==> src/rtl/tt_um_b14_seq_divider.sv <==
// Sequential restoring divider: 8-bit dividend / 4-bit divisor, one quotient bit per clock.
// Handshake: a rising edge of start (uio_in[4]) while not busy launches an operation; busy stays
// high for eight enabled cycles, then done rises with the result held until the next launch.
module tt_um_b14_seq_divider (
  input  logic       clk,
  input  logic       rst_n,
  input  logic       ena,
  input  logic [7:0] ui_in,
  input  logic [7:0] uio_in,
  output logic [7:0] uo_out,
  output logic [7:0] uio_out,
  output logic [7:0] uio_oe
);

  localparam logic [1:0] S_IDLE = 2'd0;
  localparam logic [1:0] S_RUN  = 2'd1;
  localparam logic [1:0] S_DONE = 2'd2;

  logic [1:0] r_state;
  logic       r_start_q;
  logic [7:0] r_w;
  logic [4:0] r_p;
  logic [2:0] r_cnt;
  logic [3:0] r_d;
  logic       r_dz_pend;
  logic [7:0] r_q;
  logic [3:0] r_r;
  logic       r_dz;

  logic       w_launch;
  logic [4:0] w_t;
  logic       w_ge;
  logic [4:0] w_p_next;
  logic [7:0] w_w_next;
  logic       w_unused;

  assign w_launch = uio_in[4] & ~r_start_q & ((r_state == S_IDLE) | (r_state == S_DONE));

  // One restoring step: shift the next dividend bit into the partial remainder and trial-subtract.
  assign w_t      = {r_p[3:0], r_w[7]};
  assign w_ge     = (w_t >= {1'b0, r_d});
  assign w_p_next = w_ge ? (w_t - {1'b0, r_d}) : w_t;
  assign w_w_next = {r_w[6:0], w_ge};

  always_ff @(posedge clk or negedge rst_n) begin
    if (!rst_n) begin
      r_state   <= S_IDLE;
      r_start_q <= 1'b0;
      r_w       <= 8'h00;
      r_p       <= 5'h00;
      r_cnt     <= 3'd0;
      r_d       <= 4'h0;
      r_dz_pend <= 1'b0;
      r_q       <= 8'h00;
      r_r       <= 4'h0;
      r_dz      <= 1'b0;
    end else if (ena) begin
      r_start_q <= uio_in[4];
      case (r_state)
        S_RUN: begin
          r_w   <= w_w_next;
          r_p   <= w_p_next;
          r_cnt <= r_cnt + 3'd1;
          if (r_cnt == 3'd7) begin
            r_state <= S_DONE;
            r_q     <= r_dz_pend ? 8'hFF : w_w_next;
            r_r     <= r_dz_pend ? 4'hF  : w_p_next[3:0];
            r_dz    <= r_dz_pend;
          end
        end
        default: begin
          if (w_launch) begin
            r_state   <= S_RUN;
            r_w       <= ui_in;
            r_d       <= uio_in[3:0];
            r_p       <= 5'h00;
            r_cnt     <= 3'd0;
            r_dz_pend <= (uio_in[3:0] == 4'h0);
          end else if (r_state != S_DONE) begin
            r_state <= S_IDLE;
          end
        end
      endcase
    end
  end

  // sel only steers the output mux; the quotient path never sees it.
  assign uo_out  = uio_in[5] ? {r_dz, 3'b000, r_r} : r_q;
  assign uio_out = {(r_state == S_DONE), (r_state == S_RUN), 6'b00_0000};
  assign uio_oe  = 8'b1100_0000;

  // The remainder never needs bit 4 once stored, and the top bidir inputs carry nothing.
  assign w_unused = &{1'b0, uio_in[7:6], r_p[4]};

endmodule

==> config.mk <==
export PLATFORM = sky130hd
export DESIGN_NAME = tt_um_b14_seq_divider
export DESIGN_NICKNAME = d
export VERILOG_FILES = /design/src/rtl/tt_um_b14_seq_divider.sv
export SDC_FILE = /design/constraint.sdc
export NUM_CORES = 1
export LEC_CHECK = 0
export ABC_CLOCK_PERIOD_IN_PS = 2250
export BUFFER_PORTS_ARGS = -buffer_cell sky130_fd_sc_hd__buf_2
export CAP_MARGIN = 20
export CORE_ASPECT_RATIO = 0.9
export CORE_MARGIN = 3
export CORE_UTILIZATION = 53
export DETAILED_ROUTE_END_ITERATION = 8
export GPL_ROUTABILITY_DRIVEN = 0
export PLACE_DENSITY = 0.83
export SLEW_MARGIN = 10
export SYNTH_ARGS = -nofsm -noshare
export SYNTH_HDL_FRONTEND = slang
export SYNTH_SLANG_ARGS = --single-unit
==> constraint.sdc <==
create_clock -name clk -period 2.25 [get_ports clk]
set_input_delay 0.3375 -clock clk [delete_from_list [all_inputs] [get_ports clk]]
set_output_delay 0.3375 -clock clk [all_outputs]
set_load 0.005 [all_outputs]
Word-level counts from Yosys, hierarchy flattened
Index checks and enable logic that the tools add are counted.
{"block": "totals", "regBits": 36, "inputBits": 19}
{"block": "op_classes", "n_bitwise": 5, "add_sub_neg": 2, "order_cmp": 1, "mux": 14, "eq_ne": 5, "n_reduce_logical": 8}
{"cell": "8-bit 2-to-1 mux", "count": 4}
{"cell": "4-bit 2-to-1 mux", "count": 4}
{"cell": "3-bit AND reduction", "count": 3}
{"cell": "2-bit 2-to-1 mux", "count": 4}
{"cell": "3-bit 2-to-1 mux", "count": 2}
{"cell": "5-bit by 4-bit >= comparator with 1-bit output", "count": 1}
{"cell": "4-bit zero test", "count": 1}
{"cell": "4-bit subtractor", "count": 1}
{"cell": "3-bit by 1-bit adder with 3-bit output (second input constant)", "count": 1}
{"cell": "3-bit equality test (second input constant)", "count": 1}
{"cell": "3-bit nonzero test", "count": 1}
{"cell": "1-bit bitwise AND", "count": 2}
{"cell": "2-bit by 1-bit equality test with 1-bit output (second input constant)", "count": 1}
{"cell": "2-bit equality test (second input constant)", "count": 1}
{"cell": "2-bit zero test", "count": 1}
{"cell": "2-bit by 1-bit inequality test with 1-bit output (second input constant)", "count": 1}
{"cell": "2-bit inequality test (second input constant)", "count": 1}
{"cell": "1-bit inverter", "count": 2}
{"cell": "2-bit AND reduction", "count": 1}
{"cell": "2-bit nonzero test", "count": 1}
{"cell": "1-bit bitwise OR", "count": 1}

Logic depth before layout (Yosys ltp)
{"block": "depth", "depth_word": 5, "ltp_mapped": 7}

Worst setup path before layout
OpenSTA, ideal clock, no wires.
{"block": "synth_timing", "path_kind": "reg2reg", "startpoint": "reg r_p[0]", "endpoint": "reg r_r[0]", "t_arrival_ps": 1679, "stages_incl_launch_ff": 7, "synth_period_minus_slack_ps": 1756, "slack_ps": 494, "t_required_ps": 2173, "path_cell_list": "dfrtp_1 ha_1 nor2b_4 o31a_1 nor2_4 mux2_4 a21oi_1"}
{"block": "synth_via", "elab_chain_cells": 3}
{"item": "start, declared", "line": "22", "source": "logic [4:0] r_p;"}
{"item": "start signal, assigned", "line": "62", "source": "r_p <= w_p_next;"}
{"item": "5-bit by 4-bit >= comparator with 1-bit output", "line": "41", "source": "assign w_ge = (w_t >= {1'b0, r_d});"}
{"item": "4-bit 2-to-1 mux", "line": "42", "source": "assign w_p_next = w_ge ? (w_t - {1'b0, r_d}) : w_t;"}
{"item": "4-bit 2-to-1 mux", "line": "67", "source": "r_r <= r_dz_pend ? 4'hF : w_p_next[3:0];"}
{"item": "end signal, assigned", "line": "67"}
{"item": "end, declared", "line": "27", "source": "logic [3:0] r_r;"}
No other way between the ends.
A chain may end at the register's enable or synchronous reset.

Final worst setup path
{"block": "layout_timing", "startpoint": "reg r_p[0]", "endpoint": "reg r_p[2]"}
{"block": "layout_via", "elab_chain_cells": 3, "elab_cells_between_ends": 4, "classes_between": "add/sub (1); order compare (1); mux (2)"}
{"item": "4-bit subtractor / 5-bit by 4-bit >= comparator with 1-bit output (equally long branches)", "line": "42, 41"}
{"item": "4-bit 2-to-1 mux (*)", "line": "42"}
{"item": "4-bit 2-to-1 mux (*)", "line": "59", "source": "case (r_state)"}
Mark *: on every way between the ends. The rest lies on a longest branch, timed or not.

==> metrics.cfg <==
[status]
status=finished clean

[timing]
finalSetupTns_ns=0
finalSetupViolCount=0
slew_viol_final=0
finalWorstSetupSlack_ns=0.3469
fin_crit_sh_pct=84.58
holdWs_ns=0.1311
worstMarginPinSlew_ns=0.7778
hold_viol=0
max_freq_mhz=525.5
fin_crit_ns=1.903
rsz0062_at_grt=no
maxSlewHeadroom_pct=48.15
skew_ns=0.004057

[synthesis]
yosysTopAreaCell=dfrtp_1
avgSynthCellArea_um2=9.957
synthFlopType=dfrtp_1
synth_top_area_share_pct=47.62
yosysMostFrequentCell=dfrtp_1
ys_types=36
yosys_warnings=0
ys_seq_elements=36
syn_area_um2=1892
synthArstFlopShare_pct=100.0
synthCells=190
netlist_top_cells_area=dfrtp_1, buf_4, mux2i_1, mux2_2, nand2_1
synthTopCellsByCount=dfrtp_1, nand2_1, nor2_1
synth-edff-count=0
yosysSeqAreaShare_pct=47.62

[detailed_routing]
routed-wl-met3_um=166
dr_wl_met2_um=1600
routed-via-count=1321
drt_iter0_drc=35
viasPerCell=5.140
dr.pass1.iters=4
maxUsedRoutingLayer=met4
wl_met1_um=1608
wl_per_cell_um=13.18
drc=0
routed_wl_um=3386
drtAntennaViolNets=0

[floorplanning]
die_h_um=62.68
core_area_um2=3233
boundaryPins=43
initial_core_util_pct=58.51
die_w_um=68.98
core.rowCount=19
die_area_um2=4323

[pwr]
power_leakage_nw=1.057
intPower_mw=1.804
p_clk_share_pct=15.9
combPwrFrac_pct=45.9
vdd_drop_max_mv=0.8237
power_switching_mw=1.067
cellPowerDensity_nw_per_um2=1386
pwr-share-seq_pct=38.3
finalPower_mw=2.872
swShare_pct=37.16

[critical_path]
startpoint_type=flip-flop
crit_fanout=5
crit_type=reg -> reg
r2r_end=r_p[2]
crit_chain=ha_1 -> nor2b_4 -> o31a_1 -> nor2_4 -> mux2i_1 -> o21ai_0
max_stage_delay_ns=0.43
crit_slowest_cell=dfrtp_1
worstPathArrival_ns=2.05
r2r_slack_ns=0.35
required_ns=2.40
r2r-start=r_p[0]
crit_path_end_kind=flip-flop
reg2regPathDepth=6

[clock_tree]
ctsRootBufferMaster=clkbuf_8
cts.repair.resized=0
cts_hold_buf=0
clk_latency_ns=0.28
cts_sinks=36
clock_path_buffers=2
cts-htree-levels=2
clk_pin_slew_worst_paths_ns=0.07
cts_tree=built
cts_buffers=5
post-cts-setup-buffer-count=0

[cells_and_area]
area_growth_pct=9.524
nNetsFinal=240
antenna_cells=0
fillers=292
drive_gt1_share_pct=23.72

[global_route]
grt_pass1_wl_um=5858
antenna_found_initial=0
grt_pass1_vias=1275
grt_max_degree=37
grt_usage_pct=17.79
overflow=0

[place]
port_buffers=26
hpwl_um=2526
dpl_worst_slack_ns=0.3524

[min_path]
hold_path_class=in -> async

[flow_run]
cap_violations=0

==> flip-flops by register name, summed over array words and instances (netlist names) <==
| name | flops |
|---|---|
| r_d | 4 |
| r_cnt | 3 |
| r_r | 4 |
| r_dz | 1 |
| r_state | 2 |
| r_start_q | 1 |
| r_dz_pend | 1 |
| r_w | 8 |
| r_p | 4 |
| r_q | 8 |
==> area by class of cell <==
type	instances	area, um^2	share of cell area [%]
Clock buffer	8	90.09	4.348
Multi-Input combinational cell	139	872.1	42.09
Sequential cell	36	900.9	43.48
Timing Repair Buffer	27	137.6	6.643
Inverter	5	18.77	0.9058
Tap cell	42	52.55	2.536
==> power groups by stage <==
stage          clock network, mW  logic (mW)  registers, mW
4_1_cts                    0.469        1.33           1.10
2_1_floorplan                  0        1.07           1.05
6_report                   0.455        1.32           1.10
3_3_place_gp                   0        1.26           1.10
5_1_grt                    0.502        1.49           1.13
3_5_place_dp                   0        1.31           1.11
==> kinds of logic after synthesis <==
logic type	after synthesis	share of synthesized area, %
other cells	2	0.3970
compound gates	37	11.31
flops	36	47.62
fa+ha+maj	7	5.026
simple gates	62	16.20
buf+inv	27	8.664
mux	18	10.32
xor+xnor	1	0.4630
==> routing by layer <==
metal | global-route usage (%) | up-vias
li1 | - | 659
met1 | 25.67 | 632
met2 | 25.71 | 28
met3 | 6.835 | 2
met4 | 3.163 | 0
met5 | 0 | -
==> how the worst max path moves through the flow <==
stage	slack (ns)	endpoint	start	cells after the start
3_5_place_dp	0.35	r_p[2]	r_p[0]	6
4_1_cts	0.33	r_p[2]	r_p[0]	6
3_3_place_gp	0.41	r_r[0]	r_p[0]	6
6_report	0.35	r_p[2]	r_p[0]	6
5_1_grt	0.25	r_p[2]	r_p[0]	6
2_1_floorplan	0.49	r_r[0]	r_p[0]	6
==> worst max-delay path: cells and delay by family (launching register included) <==
family,cells,cell delay (ns)
compound gates,2,0.41
fa+ha+maj,1,0.33
flops,1,0.43
mux,1,0.28
simple gates,2,0.32
==> stage by stage <==
step           area, um^2  instances  util [%]
4_1_cts              2072        257     64.09
5_1_grt              2072        257     64.09
6_report             2072        257     64.09
2_1_floorplan        1937        202         -
3_3_place_gp         1982        249     61.30
3_5_place_dp         1982        249     61.30
==> cells in the final DEF, fill, tap and decap left out, types with 2 or more instances in the layout <==
master,n
dfrtp_1,36
buf_2,26
nand2_1,23
nor2_1,22
o21ai_0,15
conb_1,14
a21oi_1,11
mux2i_1,9
mux2_2,8
ha_1,6
clkbuf_8,6
nor2b_1,5
inv_1,5
nor2_4,2
a21o_1,2
o21ai_1,2
a22o_1,2
clkbuf_1,2
(Power assumes the default switching activity.)
